### src/rtl/countdown_pkg.sv
// Shared types and default sizing for the countdown sequencer and its helpers.
package countdown_pkg;

  typedef enum logic [1:0] {
    IDLE  = 2'd0,
    RUN   = 2'd1,
    PAUSE = 2'd2,
    DONE  = 2'd3
  } state_t;

  localparam int N_DEF   = 4;
  localparam int DIV_DEF = 4;

endpackage

### src/rtl/btn_edge_sync.sv
// Brings a raw asynchronous push-button into the clk domain and emits a single
// one-cycle pulse per press (rising edge of the synchronized level).
module btn_edge_sync
  import countdown_pkg::*;
(
  input  logic clk,
  input  logic rst,
  input  logic btn,
  output logic pulse
);

  logic s1, s2, s3;

  always_ff @(posedge clk) begin
    if (!rst) begin
      s1 <= 1'b0;
      s2 <= 1'b0;
      s3 <= 1'b0;
    end else begin
      s1 <= btn;
      s2 <= s1;
      s3 <= s2;
    end
  end

  // s1 is the metastability catcher; edge detection uses only s2/s3.
  assign pulse = s2 & ~s3;

endmodule

### src/rtl/countdown_sequencer.sv
// Countdown control: loads num, emits prescaled dec strobes down to zero, flags done.
//   state | meaning
//   IDLE  | after reset, waiting for the first start press
//   RUN   | prescaler counting, dec issued every DIV cycles
//   PAUSE | prescaler and count frozen until pause pressed again
//   DONE  | count is zero; reloads on start, or every cycle with auto_reload
module countdown_sequencer
  import countdown_pkg::*;
#(
  parameter int N   = N_DEF,
  parameter int DIV = DIV_DEF
) (
  input  logic         clk,
  input  logic         rst,
  input  logic         start_btn,
  input  logic         pause_btn,
  input  logic [N-1:0] num,
  input  logic         auto_reload,
  output logic         ld,
  output logic         dec,
  output logic [N-1:0] count,
  output logic         busy,
  output logic         done
);

  localparam int PW = $clog2(DIV);
  localparam logic [PW-1:0] PS_LAST = PW'(DIV - 1);

  state_t        state, state_nx;
  logic [PW-1:0] presc, presc_nx;
  logic [N-1:0]  count_nx;
  logic          ld_nx, dec_nx;
  logic          start_ev, pause_ev;
  logic          load, advance;

  btn_edge_sync u_start_sync (
    .clk   (clk),
    .rst   (rst),
    .btn   (start_btn),
    .pulse (start_ev)
  );

  btn_edge_sync u_pause_sync (
    .clk   (clk),
    .rst   (rst),
    .btn   (pause_btn),
    .pulse (pause_ev)
  );

  always_comb begin
    state_nx = state;
    presc_nx = presc;
    count_nx = count;
    ld_nx    = 1'b0;
    dec_nx   = 1'b0;
    load     = 1'b0;
    advance  = 1'b0;

    case (state)
      IDLE: begin
        if (start_ev) load = 1'b1;
      end
      RUN: begin
        if (start_ev)      load = 1'b1;
        else if (pause_ev) state_nx = PAUSE;
        else               advance = 1'b1;
      end
      PAUSE: begin
        // The resume edge counts as a run cycle, so the frozen phase carries on.
        if (start_ev) begin
          load = 1'b1;
        end else if (pause_ev) begin
          state_nx = RUN;
          advance  = 1'b1;
        end
      end
      DONE: begin
        if (start_ev || auto_reload) load = 1'b1;
      end
      default: state_nx = IDLE;
    endcase

    if (load) begin
      count_nx = num;
      presc_nx = '0;
      ld_nx    = 1'b1;
      state_nx = (num == '0) ? DONE : RUN;
    end else if (advance) begin
      if (presc == PS_LAST) begin
        presc_nx = '0;
        if (count != '0) begin
          count_nx = count - N'(1);
          dec_nx   = 1'b1;
          if (count == N'(1)) state_nx = DONE;
        end
      end else begin
        presc_nx = presc + PW'(1);
      end
    end
  end

  always_ff @(posedge clk) begin
    if (!rst) begin
      state <= IDLE;
      presc <= '0;
      count <= '0;
      ld    <= 1'b0;
      dec   <= 1'b0;
    end else begin
      state <= state_nx;
      presc <= presc_nx;
      count <= count_nx;
      ld    <= ld_nx;
      dec   <= dec_nx;
    end
  end

  assign busy = (state == RUN) || (state == PAUSE);
  assign done = (state == DONE);

endmodule

### config.mk
export PLATFORM = sky130hd
export DESIGN_NAME = countdown_sequencer
export DESIGN_NICKNAME = d
export VERILOG_FILES = /design/src/rtl/countdown_pkg.sv /design/src/rtl/btn_edge_sync.sv /design/src/rtl/countdown_sequencer.sv
export SDC_FILE = /design/constraint.sdc
export NUM_CORES = 1
export LEC_CHECK = 0
export CORE_MARGIN = 5
export CORE_UTILIZATION = 48
export CTS_CLUSTER_DIAMETER = 200
export DETAILED_ROUTE_END_ITERATION = 8
export PLACE_DENSITY = 0.77
export RECOVER_POWER = 25
export SYNTH_ARGS = -nofsm -noshare
export SYNTH_HDL_FRONTEND = slang
export SYNTH_SLANG_ARGS = --single-unit
### constraint.sdc
create_clock -name clk -period 2.8 [get_ports clk]
set_input_delay 0.42 -clock clk [delete_from_list [all_inputs] [get_ports clk]]
set_output_delay 0.42 -clock clk [all_outputs]
set_load 0.02 [all_outputs]
Word level (Yosys, flattened, before mapping)

Cells that the tools add are included.

Bits of input ports: 9
Output and inout bits: 8
Register bits after elaboration: 16

Reduce and logical (&&, ||, !) cells: 12
Muxes and demuxes: 26
Equality and inequality tests: 5
Bitwise gates (word level): 7
Add/sub/neg operators: 2

Operator list:

| kind                                                               | number |
|---|---|
| 2-bit 2-to-1 mux                                                   | 11 |
| 4-bit 2-to-1 mux                                                   | 4 |
| 1-bit 2-to-1 mux                                                   | 8 |
| 2-bit == test, second input constant                               | 3 |
| 2-bit nonzero test                                                 | 3 |
| 1-bit inverter                                                     | 5 |
| 4-bit by 1-bit == test with 1-bit output, second input constant    | 1 |
| 4-bit zero test                                                    | 1 |
| 1-bit case mux with 2 select lines                                 | 2 |
| 2-bit case mux with 2 select lines                                 | 1 |
| 4-bit nonzero test                                                 | 1 |
| 4-bit OR reduction                                                 | 1 |
| 4-bit by 1-bit subtractor with 4-bit output, second input constant | 1 |
| 3-bit AND reduction                                                | 1 |
| 3-bit OR reduction                                                 | 1 |
| 2-bit by 1-bit adder with 2-bit output, second input constant      | 1 |
| 1-bit bitwise AND                                                  | 2 |
| 2-bit by 1-bit == test with 1-bit output, second input constant    | 1 |
| 2-bit zero test                                                    | 1 |
| 1-bit logical OR                                                   | 2 |
| 2-bit OR reduction                                                 | 1 |

Longest topological paths before layout

Depth in word-level cells: 10
Depth in mapped cells: 6
Mapped depth without buffers: 5

Modules after synthesis

From an unflattened synthesis, not the netlist that was laid out.

Cell total of the unflattened synthesis: 82
Area total of the unflattened synthesis: 794.5 sq um

Modules (own cells, without submodules):

| module              | cells an instance | area each (sq um) | instances | sequential area each (sq um) |
|---|---|---|---|---|
| countdown_sequencer | 68                | 609.3             | 1         | 200.2 |
| btn_edge_sync       | 7                 | 92.6              | 2         | 60.1 |

Least setup slack after synthesis

Ideal clock, no wire load.

Path type: register to register
Start point: register count[0]
End point: register count[3]
Cell stages (with the launch flop): 6
Required time: 2.709 ns
Arrival: 1.933 ns
Library setup time: 0.091 ns
Clock period less this slack: 2.024 ns
Path slack: 0.776 ns
Cell sequence: dfxtp_1 inv_1 ha_1 a2111o_1 or4_1 a311oi_1

Cells in the longest elaborated chain, start to end: 5

RTL lines:

| element                                     | RTL line                   | text |
|---|---|---|
| start: declaration                          | countdown_sequencer.sv:21  | `output logic [N-1:0] count,` |
| start signal: assignment                    | countdown_sequencer.sv:112 | `count <= count_nx;` |
| 4-bit by 1-bit subtractor with 4-bit output | countdown_sequencer.sv:92  | `count_nx = count - N'(1);` |
| 4-bit 2-to-1 mux                            | countdown_sequencer.sv:91  | `if (count != '0) begin` |
| 4-bit 2-to-1 mux                            | countdown_sequencer.sv:89  | `if (presc == PS_LAST) begin` |
| 4-bit 2-to-1 mux                            | countdown_sequencer.sv:88  | `end else if (advance) begin` |
| 4-bit 2-to-1 mux                            | countdown_sequencer.sv:83  | `if (load) begin` |

Parallel ways exist; a longest one is shown, timed or not. The select of a mux whose other input is x is not followed.
A chain may end at the register's enable or synchronous reset.

Worst setup path in the final report

Start point: register state[0]
End point: output port busy

Cells in the longest elaborated chain, start to end: 2

RTL lines:

| element                                                                          | RTL line                   | text |
|---|---|---|
| start: declaration                                                               | countdown_sequencer.sv:29  | `state_t state, state_nx;` |
| start signal: assignment                                                         | countdown_sequencer.sv:110 | `state <= state_nx;` |
| 2-bit by 1-bit == test with 1-bit output / 2-bit == test (equally long branches) | countdown_sequencer.sv:118 | `assign busy = (state == RUN) \|\| (state == PAUSE);` |
| 1-bit logical OR (*)                                                             | countdown_sequencer.sv:118 |  |
| end: declaration                                                                 | countdown_sequencer.sv:22  | `output logic busy,` |

Every way passes the cells marked *; elsewhere a longest branch is shown, timed or not.

==> results.sh <==
export IMPL_status="finished, final reports clean"
export IMPL_cp_cell_sequence="inv_1 -> ha_1 -> inv_1 -> clkdlybuf4s50_1"
export IMPL_fin_crit_sh_pct=79.13
export IMPL_wl_per_cell_um=14.43
export IMPL_max_cap_violations=0
export IMPL_path_delay_family="buffers and inverters"
export IMPL_drive_gt1_share_pct=6.604
export IMPL_synth_area_leaders="dfxtp_1, ha_1, and2_1"
export IMPL_reg2reg_slack_ps=680
export IMPL_crit_required_ps=2380
export IMPL_routed_wl_um=1761
export IMPL_final_core_util_pct=64.93
export IMPL_cts_tree="done"
export IMPL_root_buffer="clkbuf_4"
export IMPL_io_buffer_count=16
export IMPL_worstReg2RegEnd="count[3]"
export IMPL_end_kind="output port"
export IMPL_rsz0062_at_grt="false"
export IMPL_htreeDepth=1
export IMPL_max_freq_ghz=0.4513
export IMPL_yosys_cell_types_count=31
export IMPL_antenna_found_initial=0
export IMPL_hold_viol_final=0
export IMPL_initial_core_util_pct=52.01
export IMPL_layout_commonest_cell="dfxtp_1"
export IMPL_cts_resized=0
export IMPL_start_kind="register"
export IMPL_hold_start="u_start_sync.s1"
export IMPL_clk_pin_slew_ps=100
export IMPL_first_pass_iters=5
export IMPL_cts_buffers=3
export IMPL_diodes=0
export IMPL_crit_arrival_ps=1800
export IMPL_drt_iter0_markers=7
export IMPL_layout_common_cells="dfxtp_1, clkdlybuf4s50_1, inv_1"
export IMPL_met3_wirelength_um=59
export IMPL_clk_path_buf_depth=2
export IMPL_postRouteAntennaNets=0
export IMPL_areaGrowthSynthToFinish_pct=24.85
export IMPL_hold_buffers=0
export IMPL_dr_wl_met2_um=842
export IMPL_crit_fanout=8
export IMPL_vias=701
export IMPL_crit_top_cell="inv_1"
export IMPL_tightest_slew_ps=671.8
export IMPL_clk_latency_ps=280
export IMPL_synthCells=89
export IMPL_core_area_sq_um=1559
export IMPL_grt_overflow=0
export IMPL_ios=17
export IMPL_netlist_area_sq_um=810.8
export IMPL_ir_drop_v=0.0003078
export IMPL_met1_length_um=847
export IMPL_grt_usage_pct=16.16
export IMPL_die_h_um=51.10
export IMPL_yosysSeqAreaShare_pct=39.51
export IMPL_gp_congestion=0.8941
export IMPL_startpoint="state[0]"
export IMPL_cp_slowest_cell="clkdlybuf4s50_1"
export IMPL_syn_avg_cell_area_sq_um=9.110
export IMPL_max_stage_delay_ps=600
export IMPL_worst_path_buf_inv=3
export IMPL_drc_errors=0
export IMPL_hold_end="u_start_sync.s2"
export IMPL_final_setup_tns_ps=0
export IMPL_syn_num_nets=105
export IMPL_std_cell_rows=14
export IMPL_grt_max_degree=15
export IMPL_grt_pass1_wl_um=3215
export IMPL_die_w_um=51.10
export IMPL_min_period_ps=2216
export IMPL_yosys_warnings=0
export IMPL_cts_setup_buffers=0
export IMPL_dp_hpwl_um=1384
export IMPL_cts_sinks=16
export IMPL_ys_ff_latch=16
export IMPL_r2r_start="state[0]"
export IMPL_crit_type="register to output port"
export IMPL_worstRegToRegCells=5
export IMPL_hold_class="register to register"
export IMPL_dieArea_sq_um=2611
export IMPL_yosysTopAreaCell="dfxtp_1"
export IMPL_hold_path_depth=1
export IMPL_p_per_area_nw_per_um2=475.2
export IMPL_drv_slew=0
export IMPL_setup_violations=0
export IMPL_top_layer_used="met4"
export IMPL_p_leak_nw=0.3878
export IMPL_final_nets=123
export IMPL_viasPerCell=5.746
export IMPL_relSlewSlack_pct=53.93
export IMPL_grt_pass1_vias=718
export IMPL_netlist_area_leader_share_pct=39.51
export IMPL_finalClockSkew_ps=6.494
how the worst max path moves through the flow:
| stage | cells after the start | endpoint |
|---|---|---|
| global placement | 5 | count[3] |
| finish | 4 | busy |
| CTS | 4 | busy |
| global route | 4 | busy |
| floorplan | 5 | count[3] |
| detailed placement | 5 | count[3] |
stage by stage:
step / area [sq um] / instances / hold slack [ps] / worst slack, ps / power (W)
after CTS: 1012 / 122 / 442.2 / 577.8 / 0.0004839
after global routing: 1012 / 122 / 457.8 / 486.5 / 0.0005058
after global placement: 975.9 / 118 / 414.8 / 812.3 / 0.0003308
final: 1012 / 122 / 440.2 / 584.3 / 0.0004810
after floorplan: 810.8 / 89 / 411.9 / 775.8 / 0.0002993
after detailed placement: 975.9 / 118 / 421.4 / 749.0 / 0.0003346
flip-flops by register name, summed over array words and instances (netlist names):
| signal | cells |
|---|---|
| dec | 1 |
| u_pause_sync.s1 | 1 |
| u_start_sync.s1 | 1 |
| count | 4 |
| u_start_sync.s2 | 1 |
| u_start_sync.s3 | 1 |
| ld | 1 |
| u_pause_sync.s2 | 1 |
| presc | 2 |
| u_pause_sync.s3 | 1 |
| state | 2 |
worst reg2reg max path, delay by kind of cell, from the launching register on:
| kind | cells | cell delay (ps) |
|---|---|---|
| AO/OA/AOI/OAI | 2 | 710 |
| AND/OR/NAND/NOR | 1 | 480 |
| flip-flops | 1 | 390 |
| adder cells (fa/ha/maj) | 1 | 390 |
| buffers and inverters | 1 | 60 |
report_power, final:
part           switching, W  leakage [nW]  internal, W  total (W)
logic             0.0000455         0.236    0.0000395  0.0000849
registers        0.00000736         0.131     0.000237   0.000244
clock network     0.0000727        0.0210    0.0000791   0.000152
Yosys cell counts:
| cell type | count |
|---|---|
| ha_1 | 7 |
| a311oi_1 | 2 |
| nor2_1 | 6 |
| buf_6 | 1 |
| nand2b_1 | 1 |
| a2111o_1 | 1 |
| o32ai_1 | 2 |
| nor2b_4 | 1 |
| nand3_1 | 2 |
| or3_1 | 1 |
| and2_1 | 6 |
| or4_1 | 3 |
| o21a_1 | 2 |
| nor4_1 | 1 |
| a31oi_1 | 3 |
| o31ai_1 | 2 |
| nand2_1 | 2 |
| nand4_1 | 2 |
| o211ai_1 | 1 |
| nor3b_1 | 1 |
| a21oi_1 | 3 |
| clkbuf_1 | 3 |
| dfxtp_1 | 16 |
| nor3_1 | 2 |
| or2_1 | 1 |
| mux2i_1 | 1 |
| o21ai_0 | 5 |
| mux2_2 | 1 |
| inv_1 | 8 |
| a2111oi_0 | 1 |
| o2111ai_1 | 1 |
cell type report:
class	count	area [sq um]
Timing Repair Buffer	17	167.7
Multi-Input combinational cell	61	437.9
Inverter	8	30.03
Sequential cell	16	320.3
Clock buffer	4	36.28
Fill cell	145	546.8
Tap cell	16	20.02
logic make-up after synthesis:
kind of cell / after synthesis / synth area share (%)
simple gates: 29 / 20.84
mux: 2 / 2.623
buf+inv: 12 / 6.481
flops: 16 / 39.51
fa+ha+maj: 7 / 10.80
compound gates: 23 / 19.75
layer usage:
layer	GRT usage (%)	vias to the layer above
li1	-	358
met3	3.779	2
met2	26.82	13
met1	20.53	328
met4	5.381	0
met5	0	-
Power figures use the tool's default switching activity.
